==> src/rtl/eq_pkg.sv <==
// Shared definitions for the equaliser gain stage.
// Holds sample/gain widths, the SPI word field positions, the FSM state type
// and the saturating rescale helper used on both channels.
package eq_pkg;

    localparam int unsigned SAMPLE_W = 24;
    localparam int unsigned GAIN_W   = 8;
    // Signed sample times unsigned gain fits comfortably in 32 bits.
    localparam int unsigned PROD_W   = 32;
    // Gain is Q1.7, so the product carries 7 fractional bits.
    localparam int unsigned FRAC_W   = 7;

    localparam logic [GAIN_W-1:0] UNITY_GAIN = 8'h80;

    // Field positions inside the 32-bit SPI word.
    localparam int unsigned EQ_GAIN_L_MSB = 31;
    localparam int unsigned EQ_GAIN_L_LSB = 24;
    localparam int unsigned EQ_GAIN_R_MSB = 23;
    localparam int unsigned EQ_GAIN_R_LSB = 16;
    localparam int unsigned EQ_MUTE_BIT   = 15;

    localparam logic signed [PROD_W-1:0] SAT_MAX = 32'sh007F_FFFF;
    localparam logic signed [PROD_W-1:0] SAT_MIN = 32'shFF80_0000;
    localparam logic [SAMPLE_W-1:0] SAT_MAX_S = 24'h7F_FFFF;
    localparam logic [SAMPLE_W-1:0] SAT_MIN_S = 24'h80_0000;

    typedef enum logic [1:0] {
        StIdle,
        StMulL,
        StMulR,
        StOut
    } eq_state_e;

    // Drop the Q1.7 fraction (floor) and clip to the signed 24-bit range.
    function automatic logic [SAMPLE_W-1:0] saturate(input logic signed [PROD_W-1:0] prod);
        logic signed [PROD_W-1:0] scaled;
        logic [SAMPLE_W-1:0]      res;
        scaled = prod >>> FRAC_W;
        if (scaled > SAT_MAX) begin
            res = SAT_MAX_S;
        end else if (scaled < SAT_MIN) begin
            res = SAT_MIN_S;
        end else begin
            res = scaled[SAMPLE_W-1:0];
        end
        return res;
    endfunction

endpackage

==> src/rtl/serial_mult.sv <==
// Shift-add multiplier: signed SAMPLE_W multiplicand times unsigned GAIN_W
// multiplier, one multiplier bit per clock, LSB first.
// Ports:
//   clk, reset  clock and synchronous active-high reset
//   start       load operands and perform the first partial-product step
//   mcand       signed sample operand (sampled only while start is high)
//   mplier      unsigned gain operand (sampled only while start is high)
//   product     signed PROD_W result, valid while done is high and until next start
//   busy        remaining steps are in progress
//   done        1-cycle strobe after the last of the GAIN_W steps
module serial_mult
    import eq_pkg::*;
(
    input  logic                clk,
    input  logic                reset,
    input  logic                start,
    input  logic [SAMPLE_W-1:0] mcand,
    input  logic [GAIN_W-1:0]   mplier,
    output logic [PROD_W-1:0]   product,
    output logic                busy,
    output logic                done
);

    localparam int unsigned CNT_W = $clog2(GAIN_W);
    localparam logic [CNT_W-1:0] LAST_STEP = CNT_W'(GAIN_W - 1);

    logic [PROD_W-1:0] mcand_ext;
    logic [PROD_W-1:0] acc_q;
    logic [PROD_W-1:0] addend_q;
    logic [GAIN_W-1:0] bits_q;
    logic [CNT_W-1:0]  cnt_q;
    logic              busy_q;
    logic              done_q;

    assign mcand_ext = {{(PROD_W - SAMPLE_W){mcand[SAMPLE_W-1]}}, mcand};

    always_ff @(posedge clk) begin
        if (reset) begin
            acc_q    <= '0;
            addend_q <= '0;
            bits_q   <= '0;
            cnt_q    <= '0;
            busy_q   <= 1'b0;
            done_q   <= 1'b0;
        end else begin
            done_q <= 1'b0;
            if (start) begin
                // Step 0 is folded into the load so GAIN_W edges cover all bits.
                acc_q    <= mplier[0] ? mcand_ext : '0;
                addend_q <= mcand_ext << 1;
                bits_q   <= mplier >> 1;
                cnt_q    <= CNT_W'(1);
                busy_q   <= 1'b1;
            end else if (busy_q) begin
                acc_q    <= acc_q + (bits_q[0] ? addend_q : '0);
                addend_q <= addend_q << 1;
                bits_q   <= bits_q >> 1;
                cnt_q    <= cnt_q + CNT_W'(1);
                if (cnt_q == LAST_STEP) begin
                    busy_q <= 1'b0;
                    done_q <= 1'b1;
                end
            end
        end
    end

    assign product = acc_q;
    assign busy    = busy_q;
    assign done    = done_q;

endmodule

==> src/rtl/eq_gain_stage.sv <==
// Per-channel gain and mute stage between the I2S receiver and the output.
// One serial multiplier is shared: left product first, then right.
// Ports:
//   clk, reset             system clock, synchronous active-high reset
//   left_in, right_in      signed samples, valid while newsample is high
//   newsample              1-cycle sample strobe
//   eq_vals                SPI word: [31:24] gain_l, [23:16] gain_r, [15] mute
//   eq_done                SPI done, asynchronous; rising edge loads eq_vals
//   left_out, right_out    saturated results, held between strobes
//   out_valid              1-cycle result strobe
//   busy                   a sample is being processed
//   overrun                sticky: a sample arrived while busy and was dropped
module eq_gain_stage
    import eq_pkg::*;
(
    input  logic                clk,
    input  logic                reset,
    input  logic [SAMPLE_W-1:0] left_in,
    input  logic [SAMPLE_W-1:0] right_in,
    input  logic                newsample,
    input  logic [31:0]         eq_vals,
    input  logic                eq_done,
    output logic [SAMPLE_W-1:0] left_out,
    output logic [SAMPLE_W-1:0] right_out,
    output logic                out_valid,
    output logic                busy,
    output logic                overrun
);

    eq_state_e state_q, state_d;

    // [0],[1] synchronise eq_done; [2] is the history bit for edge detection.
    logic [2:0] sync_q;
    logic       eq_done_rise;

    logic [GAIN_W-1:0]   shadow_gain_l_q, shadow_gain_r_q;
    logic                shadow_mute_q;
    logic [GAIN_W-1:0]   act_gain_l_q, act_gain_r_q;
    logic                act_mute_q;

    logic [SAMPLE_W-1:0] samp_l_q, samp_r_q;
    logic [SAMPLE_W-1:0] left_res_q;
    logic [SAMPLE_W-1:0] left_out_q, right_out_q;
    logic                overrun_q;

    logic                accept;
    logic                mult_start;
    logic [SAMPLE_W-1:0] mult_mcand;
    logic [GAIN_W-1:0]   mult_mplier;
    logic [PROD_W-1:0]   mult_product;
    logic                mult_busy;
    logic                mult_done;

    logic                eq_vals_unused;
    assign eq_vals_unused = ^eq_vals[EQ_MUTE_BIT-1:0];

    assign eq_done_rise = sync_q[1] & ~sync_q[2];
    assign accept       = (state_q == StIdle) && newsample;

    // State register.
    always_ff @(posedge clk) begin
        if (reset) begin
            state_q <= StIdle;
        end else begin
            state_q <= state_d;
        end
    end

    // Next-state logic.
    always_comb begin
        state_d = state_q;
        unique case (state_q)
            StIdle: if (newsample) state_d = StMulL;
            StMulL: if (mult_done) state_d = StMulR;
            StMulR: if (mult_done) state_d = StOut;
            StOut:  state_d = StIdle;
            default: state_d = StIdle;
        endcase
    end

    // FSM outputs. The right product is launched in the same cycle the left
    // one completes so the two products run back to back with no gap.
    always_comb begin
        busy        = (state_q != StIdle);
        out_valid   = (state_q == StOut);
        mult_start  = 1'b0;
        mult_mcand  = samp_l_q;
        mult_mplier = act_gain_l_q;
        if (state_q == StMulL) begin
            mult_start = mult_done || !mult_busy;
            if (mult_done) begin
                mult_mcand  = samp_r_q;
                mult_mplier = act_gain_r_q;
            end
        end
    end

    // Coefficient path, sample capture, results and overrun flag.
    always_ff @(posedge clk) begin
        if (reset) begin
            sync_q          <= '0;
            shadow_gain_l_q <= UNITY_GAIN;
            shadow_gain_r_q <= UNITY_GAIN;
            shadow_mute_q   <= 1'b0;
            act_gain_l_q    <= UNITY_GAIN;
            act_gain_r_q    <= UNITY_GAIN;
            act_mute_q      <= 1'b0;
            samp_l_q        <= '0;
            samp_r_q        <= '0;
            left_res_q      <= '0;
            left_out_q      <= '0;
            right_out_q     <= '0;
            overrun_q       <= 1'b0;
        end else begin
            sync_q <= {sync_q[1:0], eq_done};

            // eq_vals is quiet here because ce has just been released.
            if (eq_done_rise) begin
                shadow_gain_l_q <= eq_vals[EQ_GAIN_L_MSB:EQ_GAIN_L_LSB];
                shadow_gain_r_q <= eq_vals[EQ_GAIN_R_MSB:EQ_GAIN_R_LSB];
                shadow_mute_q   <= eq_vals[EQ_MUTE_BIT];
            end

            // Gains are frozen for the whole computation of an accepted sample.
            if (accept) begin
                act_gain_l_q <= shadow_gain_l_q;
                act_gain_r_q <= shadow_gain_r_q;
                act_mute_q   <= shadow_mute_q;
                samp_l_q     <= left_in;
                samp_r_q     <= right_in;
            end

            if (newsample && (state_q != StIdle)) begin
                overrun_q <= 1'b1;
            end

            if ((state_q == StMulL) && mult_done) begin
                left_res_q <= saturate($signed(mult_product));
            end

            if ((state_q == StMulR) && mult_done) begin
                left_out_q  <= act_mute_q ? '0 : left_res_q;
                right_out_q <= act_mute_q ? '0 : saturate($signed(mult_product));
            end
        end
    end

    serial_mult u_mult (
        .clk     (clk),
        .reset   (reset),
        .start   (mult_start),
        .mcand   (mult_mcand),
        .mplier  (mult_mplier),
        .product (mult_product),
        .busy    (mult_busy),
        .done    (mult_done)
    );

    assign left_out  = left_out_q;
    assign right_out = right_out_q;
    assign overrun   = overrun_q;

endmodule
==> config.mk <==
export PLATFORM = sky130hd
export DESIGN_NAME = eq_gain_stage
export DESIGN_NICKNAME = d
export VERILOG_FILES = /design/src/rtl/eq_pkg.sv /design/src/rtl/serial_mult.sv /design/src/rtl/eq_gain_stage.sv
export SDC_FILE = /design/constraint.sdc
export NUM_CORES = 1
export LEC_CHECK = 0
export ABC_CLOCK_PERIOD_IN_PS = 5850
export BUFFER_PORTS_ARGS = -buffer_cell sky130_fd_sc_hd__buf_2
export CAP_MARGIN = 0
export CELL_PAD_IN_SITES_DETAIL_PLACEMENT = 1
export CELL_PAD_IN_SITES_GLOBAL_PLACEMENT = 1
export CORE_MARGIN = 2
export CORE_UTILIZATION = 46
export DETAILED_ROUTE_END_ITERATION = 7
export GPL_TIMING_DRIVEN = 0
export PLACE_DENSITY = 0.88
export SLEW_MARGIN = 10
export SYNTH_ARGS = -nofsm -noshare
export SYNTH_HDL_FRONTEND = slang
export SYNTH_SLANG_ARGS = --single-unit
==> constraint.sdc <==
create_clock -name clk -period 5.85 [get_ports clk]
set_clock_uncertainty 0.2 [all_clocks]
set_input_delay 1.17 -clock clk [delete_from_list [all_inputs] [get_ports clk]]
set_output_delay 1.17 -clock clk [all_outputs]
set_load 0.03 [all_outputs]
==> impl_metrics.csv <==
group,metric,value,unit
clocking,cts_resized,0,
setup_path,crit_path_end_kind,"flop",
layout,syn_to_final_growth,16.62,%
die,coreArea,24320,sq um
place,port-buffer-count,118,
timing,rsz0062_at_grt,"no",
global_route,grt_pass1_vias,11930,
setup_path,reg2reg_from,"u_mult.bits_q[0]",
timing,hold_viol,0,
setup_path,ff2ff_path_depth,13,
detailed_routing,vias,11610,
global_route,track_usage,0.3101,
setup_path,cp.required,6.10,ns
run_status,outcome,"finished, final reports clean",
global_route,grt_pass1_wl,64430,um
detailed_routing,top_layer,"met4",
layout,final_common_cell,"nand2_1",
setup_path,worstReg2RegEnd,"u_mult.product[31]",
place,gp_congestion,0.9145,
yosys,synth_cells,1502,
clocking,cts_buffers,27,
die,die_area,26050,sq um
detailed_routing,wl_met3,2387,um
yosys,yosysTopAreaCell,"dfxtp_1",
timing,fin_tns_setup,0,ns
detailed_routing,drc_errors,0,
global_route,grt-ovfl-total,0,
timing,slew_headroom,0.2592,
setup_path,start_kind,"flop",
min_path,hold_class,"flop to flop",
timing,finalHoldWorstSlack,0.2552,ns
yosys,yosys_warnings,0,
global_route,grt_start_max_net_pins,15,
yosys,synthArstFlopShare,0,
min_path,min_to,"left_res_q[4]",
clocking,insertion_delay,0.57,ns
detailed_routing,drt-met1-wl,17430,um
timing,worst_pin_slew,1.109,ns
power,p_leak,5.273,nW
layout,final_cell_mix,"300 x nand2_1, 234 x dfxtp_1, 193 x a21oi_1, 192 x nor2_1, 123 x buf_2",
yosys,postSynthAreaPerCell,7.587,sq um
place,dp_hpwl,30600,um
min_path,hp-start,"left_res_q[4]",
timing,finalSetupViolCount,0,
setup_path,cp-startpoint,"u_mult.bits_q[0]",
detailed_routing,ant_nets,0,
clocking,cts.sinks,234,
detailed_routing,drt_iter0_drc,788,
global_route,antenna_found_initial,0,
timing,max_freq,247.1,MHz
detailed_routing,first_pass_iters,5,
power,p_per_area,483.9,nW/um^2
yosys,syn_nets,1623,
clocking,clk_path_buf_depth,3,
clocking,clk_pin_slew,0.06,ns
timing,fin_crit_sh,0.6918,
yosys,synth-edff-count,0,
yosys,synth_seq_cells,234,
die,die_x,161.4,um
die,start_util,0.4686,
setup_path,r2r_slack,1.80,ns
clocking,cts_tree,"built",
die,io_pins,135,
min_path,worstHoldPathCells,2,
timing,period_minus_slack,4.047,ns
die,die_h,161.4,um
layout,drive_gt1_frac,0.1150,
die,rows,57,
setup_path,critPathKind,"flop to flop",
clocking,root_buffer,"clkbuf_16",
detailed_routing,drt-total-wl,41300,um
yosys,synth-main-ff-cell,"dfxtp_1",
setup_path,worst-path-max-fanout,10,
power,peakVddDrop,334.5,uV
yosys,yosysTopAreaCellShare,0.4111,
layout,antennaDiodeCount,0,
yosys,ys_types,64,
yosys,seq_area_frac_synth,0.4111,
timing,finalMaxSlewViolations,0,
detailed_routing,vias_per_cell,5.824,
detailed_routing,wl_met2,19670,um
setup_path,arrival,4.30,ns
yosys,synth.area.top_cells,"dfxtp_1 41%, nand2_1 9.9%, a21oi_1 8.5%",
clocking,cts_setup_buffers,0,
yosys,synth.cell_area,11400,sq um
run,maxCapViolations,0,
clocking,cts_hold_buf,0,
layout,final_nets,1770,
detailed_routing,wl_per_cell,20.71,um
clocking,cts_max_level,1,
==> metal layers <==
layer | vias to the layer above | global-route usage
li1 | 5480 | -
met1 | 5627 | 0.3899
met2 | 394 | 0.5350
met3 | 112 | 0.04006
met4 | 0 | 0.1327
met5 | - | 0
==> synthesized netlist by cell type, types with 3 or more instances <==
cell,n
and2_1,33
a21o_1,9
ha_1,36
buf_1,8
nor2_1,192
a2111oi_0,24
xor2_1,11
dfxtp_1,234
a31oi_1,7
a221oi_1,18
o21a_1,7
a211o_1,3
nor3b_1,26
nor3_1,28
a211oi_1,17
or3_1,22
nand3_1,9
o211ai_1,4
nand3b_1,4
nand2_1,300
nor2b_1,10
and3_1,7
o21ai_0,70
o21bai_1,6
nand4_1,11
o22ai_1,6
a22oi_1,23
o2bb2ai_1,3
o221ai_1,3
o21ai_1,4
xnor2_1,13
mux2i_1,3
buf_6,3
buf_2,5
clkbuf_1,97
inv_1,14
a21oi_1,193
nand2b_1,4
==> sequential cells by signal (all words and copies together) (netlist names) <==
name,flops
act_gain_l_q,8
act_gain_r_q,8
act_mute_q,1
left_out,24
left_res_q,24
overrun,1
right_out,24
samp_l_q,24
samp_r_q,24
shadow_gain_l_q,8
shadow_gain_r_q,8
shadow_mute_q,1
state_q,2
sync_q,3
u_mult.addend_q,31
u_mult.bits_q,7
u_mult.busy,1
u_mult.cnt_q,3
u_mult.done,1
u_mult.product,31
==> stage by stage <==
step	instances	power (mW)	area (sq um)	util	setup WS (ns)
5_1_grt	1994	6.754	13290	0.5465	1.635
2_1_floorplan	1502	3.780	11400	-	2.758
4_1_cts	1994	6.376	13290	0.5465	1.888
6_report	1994	6.431	13290	0.5465	1.803
3_5_place_dp	1944	4.615	12390	0.5095	1.966
3_3_place_gp	1944	4.498	12390	0.5095	2.017
==> power breakdown <==
group	internal (mW)	switching (mW)
clock	0.995	0.730
combinational	0.799	1.64
sequential	1.91	0.354
==> worst max-delay path by stage <==
stage | end | slack, ns
6_report | u_mult.product[31] | 1.80
5_1_grt | u_mult.product[31] | 1.63
4_1_cts | u_mult.product[31] | 1.89
3_5_place_dp | u_mult.product[31] | 1.97
3_3_place_gp | u_mult.product[31] | 2.02
2_1_floorplan | u_mult.product[31] | 2.76
==> critical path, stage by stage, from the launching register on <==
cell and delay, ns:
dfxtp_1 0.48, clkbuf_1 0.43, and2_1 0.20, ha_1 0.18, inv_1 0.06, fa_1 0.39, and2b_2 0.23, o21bai_1 0.15
a21o_1 0.28, a2111oi_4 0.44, o21ai_1 0.20, o21ai_1 0.34, nor4_1 0.09, a211o_1 0.26
==> cell type report <==
cell class,count,area (sq um)
fillers,3114,11030
inverters,15,56.30
flip-flops and latches,234,4684
repair buffers,118,590.6
clock inverters,15,152.6
clock buffers,35,745.7
plain buffers,118,511.7
multi-input cells,1135,6143
well taps,324,405.4
==> cell families after synthesis <==
kind of cell	Yosys count	synth area share
compound gates	411	0.2189
xor+xnor	24	0.01845
fa+ha+maj	37	0.04128
buf+inv	133	0.04984
flops	234	0.4111
mux	3	0.002635
simple gates	660	0.2578
Power figures use the tool's default switching activity.
